===== config.mk =====
export PLATFORM = sky130hd
export DESIGN_NAME = skew_ctrl
export DESIGN_NICKNAME = d
export VERILOG_FILES = /design/src/rtl/skew_ctrl.sv
export SDC_FILE = /design/constraint.sdc
export NUM_CORES = 1
export LEC_CHECK = 0
export ABC_AREA = 1
export CORE_ASPECT_RATIO = 0.5
export CORE_MARGIN = 4
export CORE_UTILIZATION = 30
export CTS_BUF_LIST = sky130_fd_sc_hd__clkbuf_4 sky130_fd_sc_hd__clkbuf_8
export CTS_CLUSTER_SIZE = 14
export DETAILED_ROUTE_END_ITERATION = 8
export RECOVER_POWER = 25
export SETUP_SLACK_MARGIN = 0.5
export SYNTH_ARGS = -nofsm -noshare
export SYNTH_HDL_FRONTEND = slang
export SYNTH_SLANG_ARGS = --single-unit

===== constraint.sdc =====
create_clock -name c -period 2.96 [get_ports c]
set_input_delay 0.296 -clock c [delete_from_list [all_inputs] [get_ports c]]
set_output_delay 0.296 -clock c [all_outputs]
set_load 0.05 [all_outputs]

===== src/rtl/skew_ctrl.sv =====
// skew_ctrl: sequencer for the shared-enable skew/deskew delay chains around
// the systolic array. It drives the common chain enable, the chain clear and
// the zero-injection select. A shadow valid/last pipe of depth D tracks which
// beats are in flight, so the array output is presented as a handshaked stream.
module skew_ctrl #(
  parameter int D  = 8,   // chain input to array output latency, >= 1
  parameter int BW = 16   // beat counter width
) (
  input  logic          c,
  input  logic          r,
  input  logic          s_valid,
  input  logic          s_last,
  output logic          s_ready,
  input  logic          m_ready,
  output logic          m_valid,
  output logic          m_last,
  output logic          en,
  output logic          rnl,
  output logic          zero_in,
  output logic [BW-1:0] n_beats,
  output logic          busy
);

  typedef enum logic [1:0] {IDLE, RUN, DRAIN, FLUSH} state_t;

  state_t         st, st_nx;
  logic [D-1:0]   vsr;      // shadow valid, one bit per chain stage
  logic [D-1:0]   lsr;      // shadow last, aligned with vsr
  logic           in_v;     // beat accepted this cycle
  logic           stall;    // output held by downstream
  logic           m_done;   // last beat of the packet handed off

  // Handshake and chain control are pure functions of state, shadows and inputs.
  always_comb begin
    stall   = vsr[D-1] & ~m_ready;
    s_ready = (st == RUN) & ~stall;
    in_v    = (st == RUN) & s_valid & s_ready;
    m_valid = vsr[D-1];
    m_last  = vsr[D-1] & lsr[D-1];
    m_done  = m_valid & m_ready & m_last;
    // Advance whenever something moves: a new beat, a beat in flight, or the
    // drain phase. FLUSH keeps the chains frozen while they are cleared.
    en      = ~stall & (in_v | (|vsr) | (st == DRAIN)) & (st != FLUSH);
    // Any advance without an accepted beat pushes a zero bubble.
    zero_in = ~in_v;
    rnl     = (st != FLUSH);
    busy    = (st != IDLE);
  end

  // Next-state logic. IDLE holds s_ready low, so the first beat lands in RUN.
  always_comb begin
    st_nx = st;
    case (st)
      IDLE:    if (s_valid)         st_nx = RUN;
      RUN:     if (in_v && s_last)  st_nx = DRAIN;
      DRAIN:   if (m_done)          st_nx = FLUSH;
      FLUSH:                        st_nx = IDLE;
      default:                      st_nx = IDLE;
    endcase
  end

  // State register.
  always_ff @(posedge c or posedge r) begin
    if (r) st <= IDLE;
    else   st <= st_nx;
  end

  // Beat counter: counts accepted beats, saturates, cleared on the way out.
  always_ff @(posedge c or posedge r) begin
    if (r)                                n_beats <= '0;
    else if (st == FLUSH)                 n_beats <= '0;
    else if (in_v && (n_beats != {BW{1'b1}})) n_beats <= n_beats + 1'b1;
  end

  // Shadow pipes move in lockstep with the chains (same enable).
  generate
    if (D == 1) begin : g_d1
      // Single-stage shadow: the shift is just a load.
      always_ff @(posedge c or posedge r) begin
        if (r) begin
          vsr <= '0;
          lsr <= '0;
        end else if (st == FLUSH) begin
          vsr <= '0;
          lsr <= '0;
        end else if (en) begin
          vsr[0] <= in_v;
          lsr[0] <= in_v & s_last;
        end
      end
    end else begin : g_dn
      // Multi-stage shadow shift register, bit 0 is the chain input.
      always_ff @(posedge c or posedge r) begin
        if (r) begin
          vsr <= '0;
          lsr <= '0;
        end else if (st == FLUSH) begin
          vsr <= '0;
          lsr <= '0;
        end else if (en) begin
          vsr <= {vsr[D-2:0], in_v};
          lsr <= {lsr[D-2:0], in_v & s_last};
        end
      end
    end
  endgenerate

endmodule


**Yosys cells after proc, flatten, opt, wreduce, memory -nomap -nowiden**

Index checks and enable logic that the tools add are counted.

- Register bits: 34
- Input bits: 5

- Add/subtract/negate cells: 1
- Eq/ne operators: 8
- Multiplexer cells: 10
- Bitwise operators: 15
- Reductions and logical operators: 8

Operators with widths:

| operator | count |
|---|---|
| $mux 16 | 2 |
| $mux 8 | 4 |
| $add 16x1->16 const B | 1 |
| $ne 16x16->1 const B | 1 |
| $and 1x1->1 | 10 |
| $pmux 2 s4 | 1 |
| $reduce_or 8->1 | 1 |
| $mux 2 | 3 |
| $ne 2x2->1 const B | 3 |
| $reduce_bool 2->1 | 3 |
| $eq 2x2->1 const B | 2 |
| $not 1->1 | 3 |
| $reduce_and 3->1 | 1 |
| $eq 2x1->1 const B | 1 |
| $logic_and 1x1->1 | 2 |
| $logic_not 2->1 | 1 |
| $ne 2x1->1 const B | 1 |
| $or 1x1->1 | 2 |

**Longest topological paths before layout**

Gate-level depths: netlist (run 1).

- Depth in word-level cells: 11
- Depth in mapped cells: 10

**Worst setup path after synthesis (run 1)**

Ideal clock, no wire load.

- Path kind: reg-to-output
- From: register vsr[7]
- To: output en
- Data arrival time: 2164 ps
- Data required time: 2664 ps
- Setup slack: 500 ps
- Stages on the path, launching flop included: 9
- Cells stage by stage: dfrtp_1 nand2_4 nand2_2 nor2_4 inv_2 nand3_4 nand2_4 buf_6 nor2_1

- Cells in the longest elaborated chain, start to end: 8

RTL lines:

| what | RTL line | text |
|---|---|---|
| start, declared | 27 | `logic [D-1:0] vsr;` |
| start signal, assigned | 101 | `vsr <= {vsr[D-2:0], in_v};` |
| $and 1x1->1 | 35 | `stall = vsr[D-1] & ~m_ready;` |
| $not 1->1 | 36, 43 |  |
| $and 1x1->1 | 36 | `s_ready = (st == RUN) & ~stall;` |
| $and 1x1->1 | 37 | `in_v = (st == RUN) & s_valid & s_ready;` |
| $or 1x1->1 (2 in a row) | 43 | `en = ~stall & (in_v \| (\|vsr) \| (st == DRAIN)) & (st != FLUSH);` |
| $and 1x1->1 * (2 in a row) | 43 |  |
| end, declared | 17 | `output logic en,` |

Every way passes the cells marked *; elsewhere a longest branch is shown, timed or not.

**Worst setup path after layout (run 1)**

- From: register st[0]
- To: output en

- Cells in the longest elaborated chain, start to end: 7

RTL lines:

| what | RTL line | text |
|---|---|---|
| start, declared | 26 | `state_t st, st_nx;` |
| start signal, assigned | 65 | `else st <= st_nx;` |
| $eq 2x1->1 | 36, 37 |  |
| $and 1x1->1, on equally long branches | 37, 36 |  |
| $and 1x1->1 | 37 |  |
| $or 1x1->1 (2 in a row) | 43 |  |
| $and 1x1->1 | 43 |  |
| $and 1x1->1 * | 43 |  |

Marks and branches as above.

==> results.py, run 1 <==
metrics = {
    "finish": {
        "post-route-util_pct": 39.2,
        "area_growth_pct": 23.2,
        "diodes": 0,
        "layout.filler_cells": 643,
        "finish.cell_count_without_fillers": 373,
        "final_common_cell": "sky130_fd_sc_hd__nand2_1",
        "finalNetCount": 295,
        "share_of_final_layout_standard_cells_stronger_than_drive_strength_1_pct": 10.2,
        "layout_common_cells": "sky130_fd_sc_hd__nand2_1, sky130_fd_sc_hd__nand3_1, sky130_fd_sc_hd__dfrtp_1",
    },
    "clock_tree": {
        "cts_tree": "built",
        "worst_setup_hold_path_clk_slew_ns": 0.07,
        "clock_tree.root_cell": "sky130_fd_sc_hd__clkbuf_8",
        "insertion_delay_ns": 0.29,
        "clock_sinks": 34,
        "tritoncts_buffer_count": 5,
        "htree_num_levels": 2,
        "clk_path_buf_depth": 2,
    },
    "run_status": {
        "status": "complete, but fails checks",
        "failed_checks": "max-capacitance violations, max-slew violations",
    },
    "synth": {
        "synth.area.top_cells": "sky130_fd_sc_hd__dfrtp_1, sky130_fd_sc_hd__nand2_1, sky130_fd_sc_hd__nand3_1, sky130_fd_sc_hd__nand4_1, sky130_fd_sc_hd__inv_1",
        "synth.largest_area_cell": "sky130_fd_sc_hd__dfrtp_1",
        "synth_cell_types": 29,
        "synth_area_um2": 1990,
        "synth_seq_area_share_pct": 42.7,
        "post-synth-top-area-fraction_pct": 42.7,
        "syn_area_per_cell_um2": 7.75,
        "synthCells": 257,
        "syn-num-nets": 268,
        "ys_ff_latch": 34,
        "yosysWarningCount": 0,
    },
    "place": {
        "io_buffers": 27,
        "place_congestion": 0.843,
        "hpwl_um": 3140,
        "placed_cells": 365,
    },
    "setup_path": {
        "crit_arrival_ns": 1.98,
        "critPathLaunchType": "flip-flop",
        "timing_worst_setup_path_type": "flip-flop to output port",
        "worst_r2r_endpoint": "n_beats[11]$_DFFE_PP0P_",
        "crit_path_top_delay_cell": "sky130_fd_sc_hd__dfrtp_1",
        "worstPathCellList": "inv_1 -> ha_1 -> nor3_1 -> nand3_4 -> nand2_4 -> nor2_2 -> buf_12",
        "cpPeakStageDelay_ns": 0.41,
        "worst_ep_required_time_ns": 2.66,
        "worst-r2r-cell-count": 8,
        "worstPathMaxFanout": 17,
        "critPathCaptureType": "output port",
        "regToRegSetupSlack_ns": 1.16,
        "worstReg2RegStart": "st[1]$_DFFE_PP0P_",
    },
    "route": {
        "detail_route.iter0.violations": 50,
        "met1_length_um": 2160,
        "routed_met2_length_um": 1990,
        "met3_length_um": 152,
        "wl_per_cell_um": 11.7,
        "drcViolationCount": 0,
        "vias_per_cell": 4.77,
        "detailedRoute.firstPassIterationCount": 4,
        "maxUsedRoutingLayer": "met4",
        "dr_total_vias": 1780,
        "route.final.wire_length_um": 4380,
        "drt.antenna.violating_nets": 0,
    },
    "sta": {
        "tns_ns": 0,
        "worst_slew_margin_rel_pct": -21.6,
        "fmaxAchievable_mhz": 439,
        "finalSetupViolCount": 0,
        "grt_setup_unrepaired": "false",
        "final-hold-violation-count": 0,
        "tightest_slew_ns": 1.82,
        "drv_slew": 35,
        "timing.final.crit_share_pct": 77.0,
        "timing.final.crit_period_ns": 2.28,
        "finalClockSkew_ns": 0.0103,
    },
    "power_and_ir_drop": {
        "netSwitchingFraction_pct": 46.6,
        "power_switching_mw": 1.00,
        "p_seq_share_pct": 30.5,
        "ir_drop_worst_case_vdd_mv": 0.467,
        "p_clk_share_pct": 18.8,
        "combPwrFrac_pct": 50.7,
        "leakage_power_of_the_design_nw": 1.19,
        "internal_power_mw": 1.15,
        "power.density_cell_area_nw_per_um2": 875,
    },
    "global_routing": {
        "antenna_found_initial": 0,
        "first_global_vias": 1653,
        "grt_max_degree": 46,
        "globalRoute.totalOverflow": 0,
        "grt_util_all_layers_pct": 11.9,
        "grt_first_pass_wirelength_um": 7710,
    },
    "hold_path": {
        "hold_path_class": "flip-flop to flip-flop",
        "min-delay-start": "lsr[1]$_DFFE_PP0P_",
        "worstHoldPathCells": 2,
        "min_delay_worst_endpoint": "lsr[1]$_DFFE_PP0P_",
    },
    "floorplan": {
        "die_area_um2": 8090,
        "core_um2": 6260,
        "start_util_pct": 31.8,
        "dieWidth_um": 123,
        "floorplan.io_pins": 28,
        "rows": 20,
        "die-height_um": 65.6,
    },
    "job": {
        "max_cap_violations": 1,
    },
}
-- stage by stage --
stage / hold WS, ns / power [mW] / instance area, um^2 / worst slack (ns)
3_3_place_gp: 0.493 / 1.75 / 2340 / 0.613
6_report: 0.506 / 2.15 / 2450 / 0.680
4_1_cts: 0.412 / 2.17 / 2450 / 0.551
5_1_grt: 0.521 / 2.31 / 2450 / 0.335
3_5_place_dp: 0.492 / 1.76 / 2340 / 0.611
2_1_floorplan: 0.438 / 1.50 / 1990 / 0.500
-- critical path: cells and delay by family, from the launching register on --
family,cells,cell delay (ns)
DFF,1,0.41
and+or+nand+nor,4,0.79
buffers and inverters,2,0.26
adders and majority gates,1,0.24
-- repair_timing --
action | CTS | global route
setup endpoints to repair | 0 | 2
hold buffers | 0 | 0
setup buffers | 0 | 0
resized for setup | 0 | 2
-- state kept, by name, summed over array words and instances, names as in the netlist --
name / flops
lsr: 8
st: 2
vsr: 8
n_beats: 16
-- layer usage --
metal  global-route usage (%)  vias up
met3                     2.84       10
met4                     5.79        0
met5                        0        -
li1                         -      906
met1                     15.8      835
met2                     18.2       29
-- cells in the mapped netlist (all sizes together) --
cell,count
nand2,83
nand3,36
dfrtp,34
inv,24
nand4,24
nor2,24
buf,7
o21ai,7
ha,6
a21oi,2
clkbuf,2
xor2,2
and3,1
nor3,1
o211ai,1
o21bai,1
or2,1
xnor2,1
-- power groups by stage --
stage / clock [mW] / combinational, mW / sequential (mW)
after floorplan: 0 / 0.800 / 0.702
after global placement: 0 / 1.09 / 0.661
after detailed placement: 0 / 1.09 / 0.663
after CTS: 0.414 / 1.10 / 0.654
after global routing: 0.433 / 1.21 / 0.671
final: 0.405 / 1.09 / 0.655
-- cell families (layout without fill, tap and decap cells) --
kind of cell	count (synthesis)	count (layout)	synth area share, %
buffers and inverters	33	61	7.35
AND/OR/NAND/NOR	170	170	41.3
adder cells (fa/ha/maj)	6	6	3.77
flip-flops	34	34	42.7
XOR/XNOR	3	3	1.32
AO/OA/AOI/OAI	11	11	3.58
-- layout make-up --
cell class                 count  area, um^2  share of cell area [%]
clock buffer                   8         110                    4.49
inverter                      24        92.6                    3.77
multi-input combinational    190         997                    40.6
sequential                    34         851                    34.7
tap                           88         110                    4.49
timing repair buffer          29         294                    12.0
-- how the worst max path moves through the flow --
stage                          to  cells past startpoint          startpoint
3_5_place_dp              zero_in                      7             m_ready
3_3_place_gp              zero_in                      7             m_ready
5_1_grt        lsr[7]$_DFFE_PP0P_                      3                   r
4_1_cts                   zero_in                      6   st[1]$_DFFE_PP0P_
6_report                       en                      7   st[0]$_DFFE_PP0P_
2_1_floorplan                  en                      8  vsr[7]$_DFFE_PP0P_
Note: power is estimated with default switching activity, not from simulation.
==> inputs of run 2 (changes only) <==
==> constraint.sdc (replaced) <==
create_clock -name c -period 2.1 [get_ports c]
set_input_delay 0.21 -clock c [delete_from_list [all_inputs] [get_ports c]]
set_output_delay 0.21 -clock c [all_outputs]
set_load 0.05 [all_outputs]
==> results.py, run 2 (synthesis gave the netlist of run 1 again) <==
metrics = {
    "run_status": {
        "status": "finished clean",
    },
    "clock_tree": {
        "cts_tree": "built",
        "htree_num_levels": 2,
        "clock_tree.root_cell": "sky130_fd_sc_hd__clkbuf_8",
        "worst_setup_hold_path_clk_slew_ns": 0.06,
        "clock_sinks": 34,
        "cts_hold_repair.buffers": 0,
        "tritoncts_buffer_count": 5,
        "clk_path_buf_depth": 2,
        "insertion_delay_ns": 0.29,
    },
    "route": {
        "drcViolationCount": 0,
        "dr_total_vias": 1864,
        "detail_route.iter0.violations": 90,
        "wl_per_cell_um": 12.7,
        "route.final.wire_length_um": 5030,
        "detailedRoute.firstPassIterationCount": 4,
        "vias_per_cell": 4.71,
        "drt.antenna.violating_nets": 0,
    },
    "floorplan": {
        "start_util_pct": 31.8,
        "rows": 20,
        "floorplan.io_pins": 28,
        "die-height_um": 65.6,
        "core_um2": 6260,
        "die_area_um2": 8090,
        "dieWidth_um": 123,
    },
    "power_and_ir_drop": {
        "leakage_power_of_the_design_nw": 1.41,
        "ir_drop_worst_case_vdd_mv": 0.552,
        "p_clk_share_pct": 14.7,
        "combPwrFrac_pct": 59.6,
        "p_seq_share_pct": 25.7,
        "netSwitchingFraction_pct": 45.4,
        "power_switching_mw": 1.66,
        "power.density_cell_area_nw_per_um2": 1340,
        "internal_power_mw": 2.00,
        "total_power_mw": 3.65,
    },
    "place": {
        "io_buffers": 27,
        "hpwl_um": 3300,
        "place_congestion": 0.835,
    },
    "setup_path": {
        "worstReg2RegStart": "st[1]$_DFFE_PP0P_",
        "critPathLaunchType": "flip-flop",
        "critPathLaunch": "st[1]$_DFFE_PP0P_",
        "critPathCaptureType": "output port",
        "worstPathMaxFanout": 4,
        "worst_ep_required_time_ns": 1.89,
        "worst_r2r_endpoint": "n_beats[9]$_DFFE_PP0P_",
        "critPathMostFrequentCell": "sky130_fd_sc_hd__nor2_4",
        "crit_path_top_delay_cell": "sky130_fd_sc_hd__dfrtp_1",
        "worstPathCellList": "inv_2 -> ha_4 -> nand2_4 -> nor2_4 -> clkinv_4 -> nand3_4 -> nand2_8 -> nor2_4 -> buf_12",
        "regToRegSetupSlack_ns": 0.46,
        "cpPeakStageDelay_ns": 0.42,
        "crit_arrival_ns": 1.59,
        "timing_worst_setup_path_type": "flip-flop to output port",
        "worst-r2r-cell-count": 10,
        "critical_path_endpoint": "en",
    },
    "finish": {
        "max_flop_register": "n_beats",
        "multi_input_comb_area_um2": 1070,
        "layout.filler_cells": 633,
        "post-route-util_pct": 43.7,
        "layout.area.seq_um2": 868,
        "largest_register_ffs": 16,
        "finalNetCount": 318,
        "share_of_final_layout_standard_cells_stronger_than_drive_strength_1_pct": 25.3,
        "final_common_cell": "sky130_fd_sc_hd__nand2_1",
        "layout_common_cells": "sky130_fd_sc_hd__nand2_1, sky130_fd_sc_hd__nand3_1, sky130_fd_sc_hd__nand4_1",
        "area_growth_pct": 37.2,
        "top_regs": "n_beats (16), lsr (8), vsr (8)",
        "diodes": 0,
    },
    "global_routing": {
        "antenna_found_initial": 0,
        "grt_max_degree": 35,
        "globalRoute.totalOverflow": 0,
        "grt_first_pass_wirelength_um": 8220,
        "grt_util_all_layers_pct": 12.9,
        "first_global_vias": 1809,
    },
    "sta": {
        "finalSetupViolCount": 0,
        "drv_slew": 0,
        "tns_ns": 0,
        "timing.final.crit_period_ns": 1.80,
        "timing.final.crit_share_pct": 85.6,
        "fmaxAchievable_mhz": 556,
        "tightest_slew_ns": 0.845,
        "grt_setup_unrepaired": "true",
        "worst_slew_margin_rel_pct": 43.6,
        "final-hold-violation-count": 0,
        "finalClockSkew_ns": 0.0123,
    },
    "hold_path": {
        "hold_path_class": "flip-flop to flip-flop",
    },
    "job": {
        "max_cap_violations": 0,
    },
}
==> run 2: power by group through the flow <==
| stage | sequential [mW] | clock [mW] | combinational [mW] |
|---|---|---|---|
| final | 0.939 | 0.536 | 2.18 |
| after floorplan | 1.01 | 0 | 1.21 |
| after global routing | 0.959 | 0.578 | 2.32 |
| after CTS | 0.937 | 0.547 | 1.94 |
| after global placement | 0.949 | 0 | 1.70 |
| after detailed placement | 0.954 | 0 | 1.75 |
==> run 2: worst min-delay path by stage <==
stage / slack (ns) / to / cells after the start / startpoint
2_1_floorplan: 0.35 / lsr[0]$_DFFE_PP0P_ / 1 / r
6_report: 0.51 / lsr[2]$_DFFE_PP0P_ / 2 / lsr[2]$_DFFE_PP0P_
3_5_place_dp: 0.49 / lsr[6]$_DFFE_PP0P_ / 2 / lsr[6]$_DFFE_PP0P_
5_1_grt: 0.54 / lsr[0]$_DFFE_PP0P_ / 3 / s_last
3_3_place_gp: 0.49 / lsr[6]$_DFFE_PP0P_ / 2 / lsr[6]$_DFFE_PP0P_
4_1_cts: 0.32 / vsr[1]$_DFFE_PP0P_ / 3 / r
==> run 2: worst max-delay path, delay by kind of cell, from the launching register on <==
kind	cells	cell delay (ns)
simple gates	5	0.44
fa+ha+maj	1	0.15
buf+inv	3	0.30
flops	1	0.42
==> run 2: metal layers <==
metal  part of all wire (%)  GRT usage [%]  vias to the layer above
met4                    1.3           6.21                        0
met5                      0              0                        -
met2                     48           21.0                       34
li1                       -              -                      948
met1                     47           16.2                      876
met3                    3.9           2.92                        6
==> run 2: repair_timing <==
item / CTS / global route
cloned: 0 / 1
setup buffers: 6 / 13
resized for setup: 28 / 12
pin swaps: 3 / 8
setup endpoints to repair: 53 / 35
==> run 2: through the flow <==
stage	hold slack, ns	cell area [um^2]	std cells	setup WS (ns)
detailed placement	0.493	2440	368	0.262
global placement	0.488	2440	368	0.277
CTS	0.325	2610	382	0.299
floorplan	0.351	2060	257	0.295
global route	0.537	2730	396	0.214
finish	0.506	2730	396	0.303
==> run 2: layout make-up <==
cell class	instances	area share (%)
well taps	88	4.03
multi-input cells	190	39.2
clock buffers	8	3.57
inverters	24	4.12
repair buffers	52	17.3
flip-flops and latches	34	31.8
